<file path="config.mk">
export PLATFORM = sky130hd
export DESIGN_NAME = ila_capture_ctrl_flat
export DESIGN_NICKNAME = d
export VERILOG_FILES = /design/src/rtl/ila_capture_ctrl_if.sv /design/src/rtl/ila_capture_ctrl.sv /design/src/flat_wrapper.sv
export SDC_FILE = /design/constraint.sdc
export NUM_CORES = 1
export LEC_CHECK = 0
export ABC_CLOCK_PERIOD_IN_PS = 1800
export CORE_MARGIN = 1.5
export CORE_UTILIZATION = 40
export DETAILED_ROUTE_END_ITERATION = 16
export PLACE_DENSITY = 0.77
export SKIP_CTS_REPAIR_TIMING = 1
export SYNTH_ARGS = -nofsm -noshare
export SYNTH_HDL_FRONTEND = slang
export SYNTH_SLANG_ARGS = --single-unit
export TNS_END_PERCENT = 10
</file>
<file path="constraint.sdc">
create_clock -name clk -period 1.8 [get_ports clk]
set_input_delay 0.18 -clock clk [delete_from_list [all_inputs] [get_ports clk]]
set_output_delay 0.18 -clock clk [all_outputs]
set_load 0.02 [all_outputs]
</file>
<file path="src/rtl/ila_capture_ctrl_if.sv">
// Capture-controller signal bundle: trigger-unit/arm controls in, sample-buffer
// write side and status out. The controller takes the slave view.
interface ila_capture_ctrl_if #(
  parameter int unsigned NTRIG  = 4,
  parameter int unsigned ADDR_W = 10
);
  logic              arm;
  logic              abort;
  logic              reduce_type;
  logic [NTRIG-1:0]  trigger_vec;
  logic              sample_en;
  logic [ADDR_W-1:0] post_count;
  logic              trig_rst;
  logic              wr_en;
  logic [ADDR_W-1:0] wr_addr;
  logic [ADDR_W-1:0] trig_addr;
  logic              wrapped;
  logic              busy;
  logic              done;

  modport master (
    output arm, abort, reduce_type, trigger_vec, sample_en, post_count,
    input  trig_rst, wr_en, wr_addr, trig_addr, wrapped, busy, done
  );

  modport slave (
    input  arm, abort, reduce_type, trigger_vec, sample_en, post_count,
    output trig_rst, wr_en, wr_addr, trig_addr, wrapped, busy, done
  );
endinterface

</file>
<file path="src/rtl/ila_capture_ctrl.sv">
// ILA capture sequencer: reduces trigger bits to one hit, then runs the sample
// buffer through circular pre-trigger and counted post-trigger write phases.
module ila_capture_ctrl #(
  parameter int unsigned NTRIG  = 4,
  parameter int unsigned ADDR_W = 10
) (
  input logic               clk,
  input logic               rst,
  ila_capture_ctrl_if.slave bus
);

  typedef enum logic [1:0] {IDLE, ARMED, POST, DONE} state_e;

  state_e            state_q, state_d;
  logic [ADDR_W-1:0] addr_q, addr_d;
  logic [ADDR_W-1:0] trig_addr_q, trig_addr_d;
  logic [ADDR_W-1:0] remain_q, remain_d;
  logic              wrapped_q, wrapped_d;
  logic              trig_rst_q, trig_rst_d;

  logic [NTRIG-1:0]  tv;
  logic              hit;
  logic              writing;

  assign tv      = bus.trigger_vec;
  assign hit     = bus.reduce_type ? (&tv) : (|tv);
  assign writing = bus.sample_en && !bus.abort && (state_q == ARMED || state_q == POST);

  always_ff @(posedge clk or posedge rst) begin
    if (rst) begin
      state_q     <= IDLE;
      addr_q      <= '0;
      trig_addr_q <= '0;
      remain_q    <= '0;
      wrapped_q   <= 1'b0;
      trig_rst_q  <= 1'b0;
    end else begin
      state_q     <= state_d;
      addr_q      <= addr_d;
      trig_addr_q <= trig_addr_d;
      remain_q    <= remain_d;
      wrapped_q   <= wrapped_d;
      trig_rst_q  <= trig_rst_d;
    end
  end

  always_comb begin
    state_d     = state_q;
    addr_d      = addr_q;
    trig_addr_d = trig_addr_q;
    remain_d    = remain_q;
    wrapped_d   = wrapped_q;
    trig_rst_d  = 1'b0;

    // Address/wrap bookkeeping is shared by ARMED and POST; gated off by abort.
    if (writing) begin
      addr_d = addr_q + ADDR_W'(1);
      if (addr_q == '1) wrapped_d = 1'b1;
    end

    if (bus.abort) begin
      state_d = IDLE;
    end else begin
      unique case (state_q)
        IDLE, DONE: begin
          if (bus.arm) begin
            state_d    = ARMED;
            trig_rst_d = 1'b1;
            addr_d     = '0;
            wrapped_d  = 1'b0;
            remain_d   = bus.post_count;
          end
        end
        ARMED: begin
          if (bus.sample_en && hit) begin
            trig_addr_d = addr_q;
            state_d     = (remain_q == '0) ? DONE : POST;
          end
        end
        POST: begin
          if (bus.sample_en) begin
            remain_d = remain_q - ADDR_W'(1);
            if (remain_q == ADDR_W'(1)) state_d = DONE;
          end
        end
        default: state_d = IDLE;
      endcase
    end
  end

  assign bus.trig_rst  = trig_rst_q;
  assign bus.wr_en     = writing;
  assign bus.wr_addr   = addr_q;
  assign bus.trig_addr = trig_addr_q;
  assign bus.wrapped   = wrapped_q;
  assign bus.busy      = (state_q == ARMED) || (state_q == POST);
  assign bus.done      = (state_q == DONE);

endmodule

</file>
<file path="src/flat_wrapper.sv">
// flat-port wrapper written by rule: the top's interface ports become plain ports
module ila_capture_ctrl_flat 
#(
  parameter int unsigned NTRIG  = 4,
  parameter int unsigned ADDR_W = 10
)
  (clk, rst, bus_arm, bus_abort, bus_reduce_type, bus_trigger_vec, bus_sample_en, bus_post_count, bus_trig_rst, bus_wr_en, bus_wr_addr, bus_trig_addr, bus_wrapped, bus_busy, bus_done);
  ila_capture_ctrl_if #(.NTRIG(NTRIG), .ADDR_W(ADDR_W)) bus_i ();
  input logic clk;
  input logic rst;
  input wire logic [$bits(bus_i.arm)-1:0] bus_arm;
  input wire logic [$bits(bus_i.abort)-1:0] bus_abort;
  input wire logic [$bits(bus_i.reduce_type)-1:0] bus_reduce_type;
  input wire logic [$bits(bus_i.trigger_vec)-1:0] bus_trigger_vec;
  input wire logic [$bits(bus_i.sample_en)-1:0] bus_sample_en;
  input wire logic [$bits(bus_i.post_count)-1:0] bus_post_count;
  output wire logic [$bits(bus_i.trig_rst)-1:0] bus_trig_rst;
  output wire logic [$bits(bus_i.wr_en)-1:0] bus_wr_en;
  output wire logic [$bits(bus_i.wr_addr)-1:0] bus_wr_addr;
  output wire logic [$bits(bus_i.trig_addr)-1:0] bus_trig_addr;
  output wire logic [$bits(bus_i.wrapped)-1:0] bus_wrapped;
  output wire logic [$bits(bus_i.busy)-1:0] bus_busy;
  output wire logic [$bits(bus_i.done)-1:0] bus_done;
  assign bus_i.arm = bus_arm;
  assign bus_i.abort = bus_abort;
  assign bus_i.reduce_type = bus_reduce_type;
  assign bus_i.trigger_vec = bus_trigger_vec;
  assign bus_i.sample_en = bus_sample_en;
  assign bus_i.post_count = bus_post_count;
  assign bus_trig_rst = bus_i.trig_rst;
  assign bus_wr_en = bus_i.wr_en;
  assign bus_wr_addr = bus_i.wr_addr;
  assign bus_trig_addr = bus_i.trig_addr;
  assign bus_wrapped = bus_i.wrapped;
  assign bus_busy = bus_i.busy;
  assign bus_done = bus_i.done;
  ila_capture_ctrl #(.NTRIG(NTRIG), .ADDR_W(ADDR_W)) u_core (.clk(clk), .rst(rst), .bus(bus_i));
endmodule
</file>
==> Word-level counts from Yosys, hierarchy flattened <==
Cells that the tools add are included.
{ "op_classes": {"addsub": 2, "n_eq_ne": 11, "mux": 23, "n_bitwise": 1, "reduce_logical": 14} }
{ "ops": {"columns": ["operator", "count"], "rows": [
  ["two-way mux 10 bit", 6],
  ["one-hot mux 10 bit (2 select lines)", 1],
  ["AND reduction 4 bit", 3],
  ["adder 10 x 1 -> 10 bit, second input constant", 1],
  ["equality test 10 x 1 -> 1 bit, second input constant", 1],
  ["equality test 10 bit, second input constant", 1],
  ["logical NOT 10 bit", 1],
  ["two-way mux 1 bit", 10],
  ["two-way mux 2 bit", 5],
  ["subtractor 10 x 1 -> 10 bit, second input constant", 1],
  ["inequality test 3 x 2 -> 1 bit, second input constant", 2],
  ["inequality test 3 bit, second input constant", 2],
  ["one-hot mux 2 bit (3 select lines)", 1],
  ["equality test 2 bit, second input constant", 2],
  ["inequality test 2 bit, second input constant", 2],
  ["OR reduction 4 bit", 1],
  ["logical AND 1 bit", 3],
  ["AND reduction 3 bit", 1],
  ["equality test 2 x 1 -> 1 bit, second input constant", 1],
  ["logical NOT 2 bit", 1],
  ["nonzero test 2 bit", 1],
  ["OR reduction 2 bit", 1],
  ["logical NOT 1 bit", 1],
  ["logical OR 1 bit", 1],
  ["NOT 1 bit", 1]
]} }
{ "word_totals": {"regBits": 34, "input_bits": 20, "out_inout_bits": 25} }

==> Depth between registers and ports, before layout <==
{ "depth": {"ltp_word": 7, "mapped_depth": 7, "depth_no_buf": 7} }

==> Worst setup path after synthesis <==
Ideal clock, no wire load.
{ "synth_timing": {"kind": "reg2reg", "startpoint": "reg u_core.state_q[0]", "endpoint": "reg u_core.addr_q[6], in the netlist u_core.bus.wr_addr[6]", "setup_time_ps": 132, "arrival_time_ps": 1949, "t_required_ps": 1668, "path_slack_ps": -280, "stages_incl_launch_ff": 8, "synth_period_minus_slack_ps": 2080, "path_cell_list": "dfrtp_1 inv_1 ha_1 nor3b_2 and4_1 nand3_1 xor2_1 nor2_1"} }
{ "synth_between": {"elab_chain_cells": 7, "elab_cells_between_ends": 11} }
{ "synth_lines": {"columns": ["element", "line_no", "source"], "rows": [
  ["start: declaration", "ila_capture_ctrl.sv:14", "state_e state_q, state_d;"],
  ["start signal: assignment", "ila_capture_ctrl.sv:38", "state_q <= state_d;"],
  ["equality test 2 x 1 -> 1 bit or equality test 2 bit (tied branches)", "ila_capture_ctrl.sv:27", "assign writing = bus.sample_en && !bus.abort && (state_q == ARMED || state_q == POST);"],
  ["logical OR 1 bit (*)", "ila_capture_ctrl.sv:27", null],
  ["logical AND 1 bit (*)", "ila_capture_ctrl.sv:27", null],
  ["named net bus_wr_en", "flat_wrapper.sv:18", "output wire logic [$bits(bus_i.wr_en)-1:0] bus_wr_en;"],
  ["two-way mux 10 bit (*)", "ila_capture_ctrl.sv:56", "if (writing) begin"],
  ["two-way mux 10 bit", "ila_capture_ctrl.sv:66", "if (bus.arm) begin"],
  ["two-way mux 10 bit", "ila_capture_ctrl.sv:64", "unique case (state_q)"],
  ["two-way mux 10 bit (*)", "ila_capture_ctrl.sv:61", "if (bus.abort) begin"],
  ["named net u_core.addr_d[6]", "ila_capture_ctrl.sv:15", "logic [ADDR_W-1:0] addr_q, addr_d;"],
  ["end signal: assignment", "ila_capture_ctrl.sv:39", "addr_q <= addr_d;"],
  ["end: declaration", "ila_capture_ctrl.sv:15", null]
]} }
The timed path passes the listed nets; every way through them passes the cells marked *.
A chain may end at the register's enable or synchronous reset.

==> Worst setup path after layout <==
{ "layout_timing": {"startpoint": "reg u_core.state_q[0]", "endpoint": "reg u_core.remain_q[4]"} }
{ "layout_between": {"elab_chain_cells": 4, "elab_cells_between_ends": 9} }
{ "layout_lines": {"columns": ["element", "line_no", "source"], "rows": [
  ["equality test 2 bit or logical NOT 2 bit (tied branches)", "ila_capture_ctrl.sv:64", null],
  ["OR reduction 2 bit", "ila_capture_ctrl.sv:64", null],
  ["inequality test 2 bit (no source line) or nonzero test 2 bit (tied branches)", null, null],
  ["AND reduction 4 bit (no source line)", null, null],
  ["end signal: assignment", "ila_capture_ctrl.sv:41", "remain_q <= remain_d;"],
  ["end: declaration", "ila_capture_ctrl.sv:17", "logic [ADDR_W-1:0] remain_q, remain_d;"]
]} }
Parallel ways exist; a longest one is shown, timed or not.

==> impl_metrics.tcl <==
set metrics [dict create \
    power.net_switching_mw 1.203 \
    netlist_instances 172 \
    fp.dieH_um 70.65 \
    grt_util_all_layers_pct 16.53 \
    avgSynthCellArea_um2 10.64 \
    slew_headroom_pct 71.74 \
    die_w_um 70.65 \
    ir_worst_vdd_v 0.0007047 \
    ant_nets 0 \
    clkLatencyLatePin_ps 280 \
    path_max_fanout 10 \
    p_clk_share_pct 16.5 \
    p_int_mw 1.942 \
    nets 261 \
    yosysSeqAreaShare_pct 46.48 \
    wl_per_cell_um 13.43 \
    drive_gt1_share_pct 21.37 \
    core-area_mm2 0.004384 \
    areaGrowthSynthToFinish_pct 40.12 \
    status "finished, final reports clean" \
    worstMarginPinSlew_ps 423.8 \
    synth_edf_count 0 \
    diodes 0 \
    start_kind "register" \
    netlist_area_mm2 0.001831 \
    slowest_stage "dfrtp_1" \
    vias 1478 \
    grt_pass1_wl_um 6617 \
    p_leak_nw 1.150 \
    finalHoldViolations 0 \
    ys_types 39 \
    initialDrtViolationCount 105 \
    slew_violations 0 \
    rows 24 \
    cts_root_buf "clkbuf_8" \
    multiInputGateArea_um2 955.9 \
    r2r_end "u_core.remain_q[4]" \
    place_congestion 0.7968 \
    async_reset_ff_share_pct 100.0 \
    r2r-start "u_core.state_q[0]" \
    skew_ps 3.090 \
    antenna_found_initial 0 \
    cts_tree "yes" \
    hp-class "input port to async pin" \
    syn_nets 199 \
    clkTransAtPathRegs_ps 60 \
    crit_type "register to register" \
    powerDensity_mw_per_mm2 1226 \
    worst_r2r_path_depth 7 \
    ios 45 \
    total_power_mw 3.146 \
    regArea_um2 850.8 \
    drc 0 \
    grt_pass1_vias 1479 \
    numPortBuffers 44 \
    vias_per_cell 5.168 \
    ys_ff_latch 34 \
    hpwl_um 2884 \
    dp_worst_setup_slack_ps -239.1 \
    wl_um 3842 \
    cts_made_buffers 5 \
    cts_max_path_buffers 2 \
    cp-end-kind "register" \
    ys.flop_type "dfrtp_1" \
    fin_ws_ps 60.12 \
    rrSetupSlack_ps 60 \
    max_freq_mhz 574.8 \
    fillerInstances 384 \
    yosysWarnings 0 \
    power_frac_seq_pct 36.3 \
    setup_viol 0 \
    post-route-period-util_pct 96.66 \
    power_frac_comb_pct 47.2 \
    cts_sinks 34 \
    grt_setup_unrepaired "yes" \
    fp.dieArea_mm2 0.004991 \
    grt_max_degree 35 \
    switching_share_pct 38.26 \
    drtPass1Iterations 5 \
    cts_max_level 2 \
    cp.required_ps 1970 \
    worstPathArrival_ps 1910 \
    cap_viol_max_count 0 \
    overflow 0 \
    initial_utilization_pct 41.75 \
    min_period_ps 1740 \
    path_cells "inv_2, ha_4, nor2b_1, a2111o_1, buf_4, o21ai_1, o21ai_0" \
    max_stage_delay_ps 380 \
]
-- through the flow --
step	std cells	area (um^2)	utilization (%)	TNS, ps	hold slack [ps]
after global placement	279	2467	56.28	-2033	481.1
after floorplan	172	1857	-	-159.6	242.2
after global routing	286	2565	58.50	-327.1	344.4
after detailed placement	279	2467	56.28	-2421	489.0
after CTS	286	2546	58.08	-313.3	298.3
final	286	2565	58.50	0	280.5
-- synthesized netlist by cell type, types with 2 or more instances --
library cell | n | area (um^2)
xor2_1 | 6 | 52.55
a21oi_1 | 8 | 40.04
or2_2 | 2 | 12.51
or3_1 | 3 | 18.77
ha_1 | 7 | 87.58
and4_1 | 2 | 17.52
nor2_1 | 19 | 71.32
mux2_2 | 9 | 101.4
nand3_1 | 3 | 15.01
o22a_1 | 12 | 105.1
mux2i_1 | 2 | 20.02
o21ai_0 | 4 | 20.02
nor2b_1 | 4 | 25.02
and3_1 | 4 | 25.02
xnor2_1 | 3 | 26.28
inv_1 | 10 | 37.54
a31oi_1 | 4 | 25.02
clkbuf_1 | 6 | 22.52
dfrtp_1 | 34 | 850.8
nand2_1 | 9 | 33.78
nand4_1 | 3 | 18.77
-- power groups by stage --
stage,Sequential (mW),Clock (mW),Combinational [mW]
floorplan,1.18,0,0.921
global placement,1.15,0,1.44
detailed placement,1.15,0,1.48
CTS,1.14,0.531,1.48
global route,1.18,0.566,1.66
finish,1.14,0.520,1.48
-- state kept, by name (all words and copies together) (netlist names) --
register / cells
u_core.bus.trig_rst: 1
u_core.state_q: 2
u_core.bus.wrapped: 1
u_core.bus.wr_addr: 10
u_core.bus.trig_addr: 10
u_core.remain_q: 10
-- area by class of cell --
type,count,area share [%]
Timing Repair Buffer,61,22.49
Multi-Input combinational cell,122,37.27
Inverter,10,1.463
Clock buffer,5,2.683
Clock inverter,2,0.3902
Tap cell,52,2.537
Sequential cell,34,33.17
-- worst max-delay path, delay by kind of cell, from the launching register on --
kind	cells	cell delay, ps
AOI/OAI and AO/OA	3	590
adders and majority gates	1	220
buffers and inverters	2	260
DFF	1	380
and+or+nand+nor	1	170
-- worst max-delay path by stage --
stage                            start  depth (start not counted)                      end
floorplan            u_core.state_q[0]                          7    u_core.bus.wr_addr[9]
global placement    bus_trigger_vec[0]                          6  u_core.bus.trig_addr[9]
detailed placement  bus_trigger_vec[2]                          6  u_core.bus.trig_addr[9]
CTS                  u_core.state_q[1]                          3                bus_wr_en
global route        u_core.remain_q[5]                          5        u_core.state_q[0]
finish               u_core.state_q[0]                          7       u_core.remain_q[4]
-- cells by family (layout without fill, tap and decap cells) --
logic type | Yosys count | after routing | synth area share, %
adder cells (fa/ha/maj) | 7 | 7 | 4.784
AND/OR/NAND/NOR | 57 | 57 | 17.70
multiplexers | 12 | 12 | 7.246
buffers and inverters | 16 | 78 | 3.281
AO/OA/AOI/OAI | 37 | 37 | 16.20
flip-flops | 34 | 34 | 46.48
XOR/XNOR | 9 | 9 | 4.306
-- per-layer routing --
layer	up-vias	part of all wire (%)	GRT usage [%]
li1	736	-	-
met1	705	46	21.49
met2	31	49	27.36
met3	6	3.6	3.419
met4	0	1.6	6.289
met5	-	0	0
-- placed cells by master, fill, tap and decap left out, types with 3 or more instances in the layout --
master,n
nand4_1,3
nand2_1,9
xor2_1,6
nor2b_1,4
inv_1,9
dfrtp_1,34
nor2_1,19
clkbuf_8,5
and3_1,3
xnor2_1,3
buf_4,16
mux2_2,9
clkdlybuf4s50_1,42
nand3_1,3
or3_1,3
o22a_1,12
a31oi_1,3
ha_1,6
a21oi_1,7
Note: power is estimated with default switching activity, not from simulation.
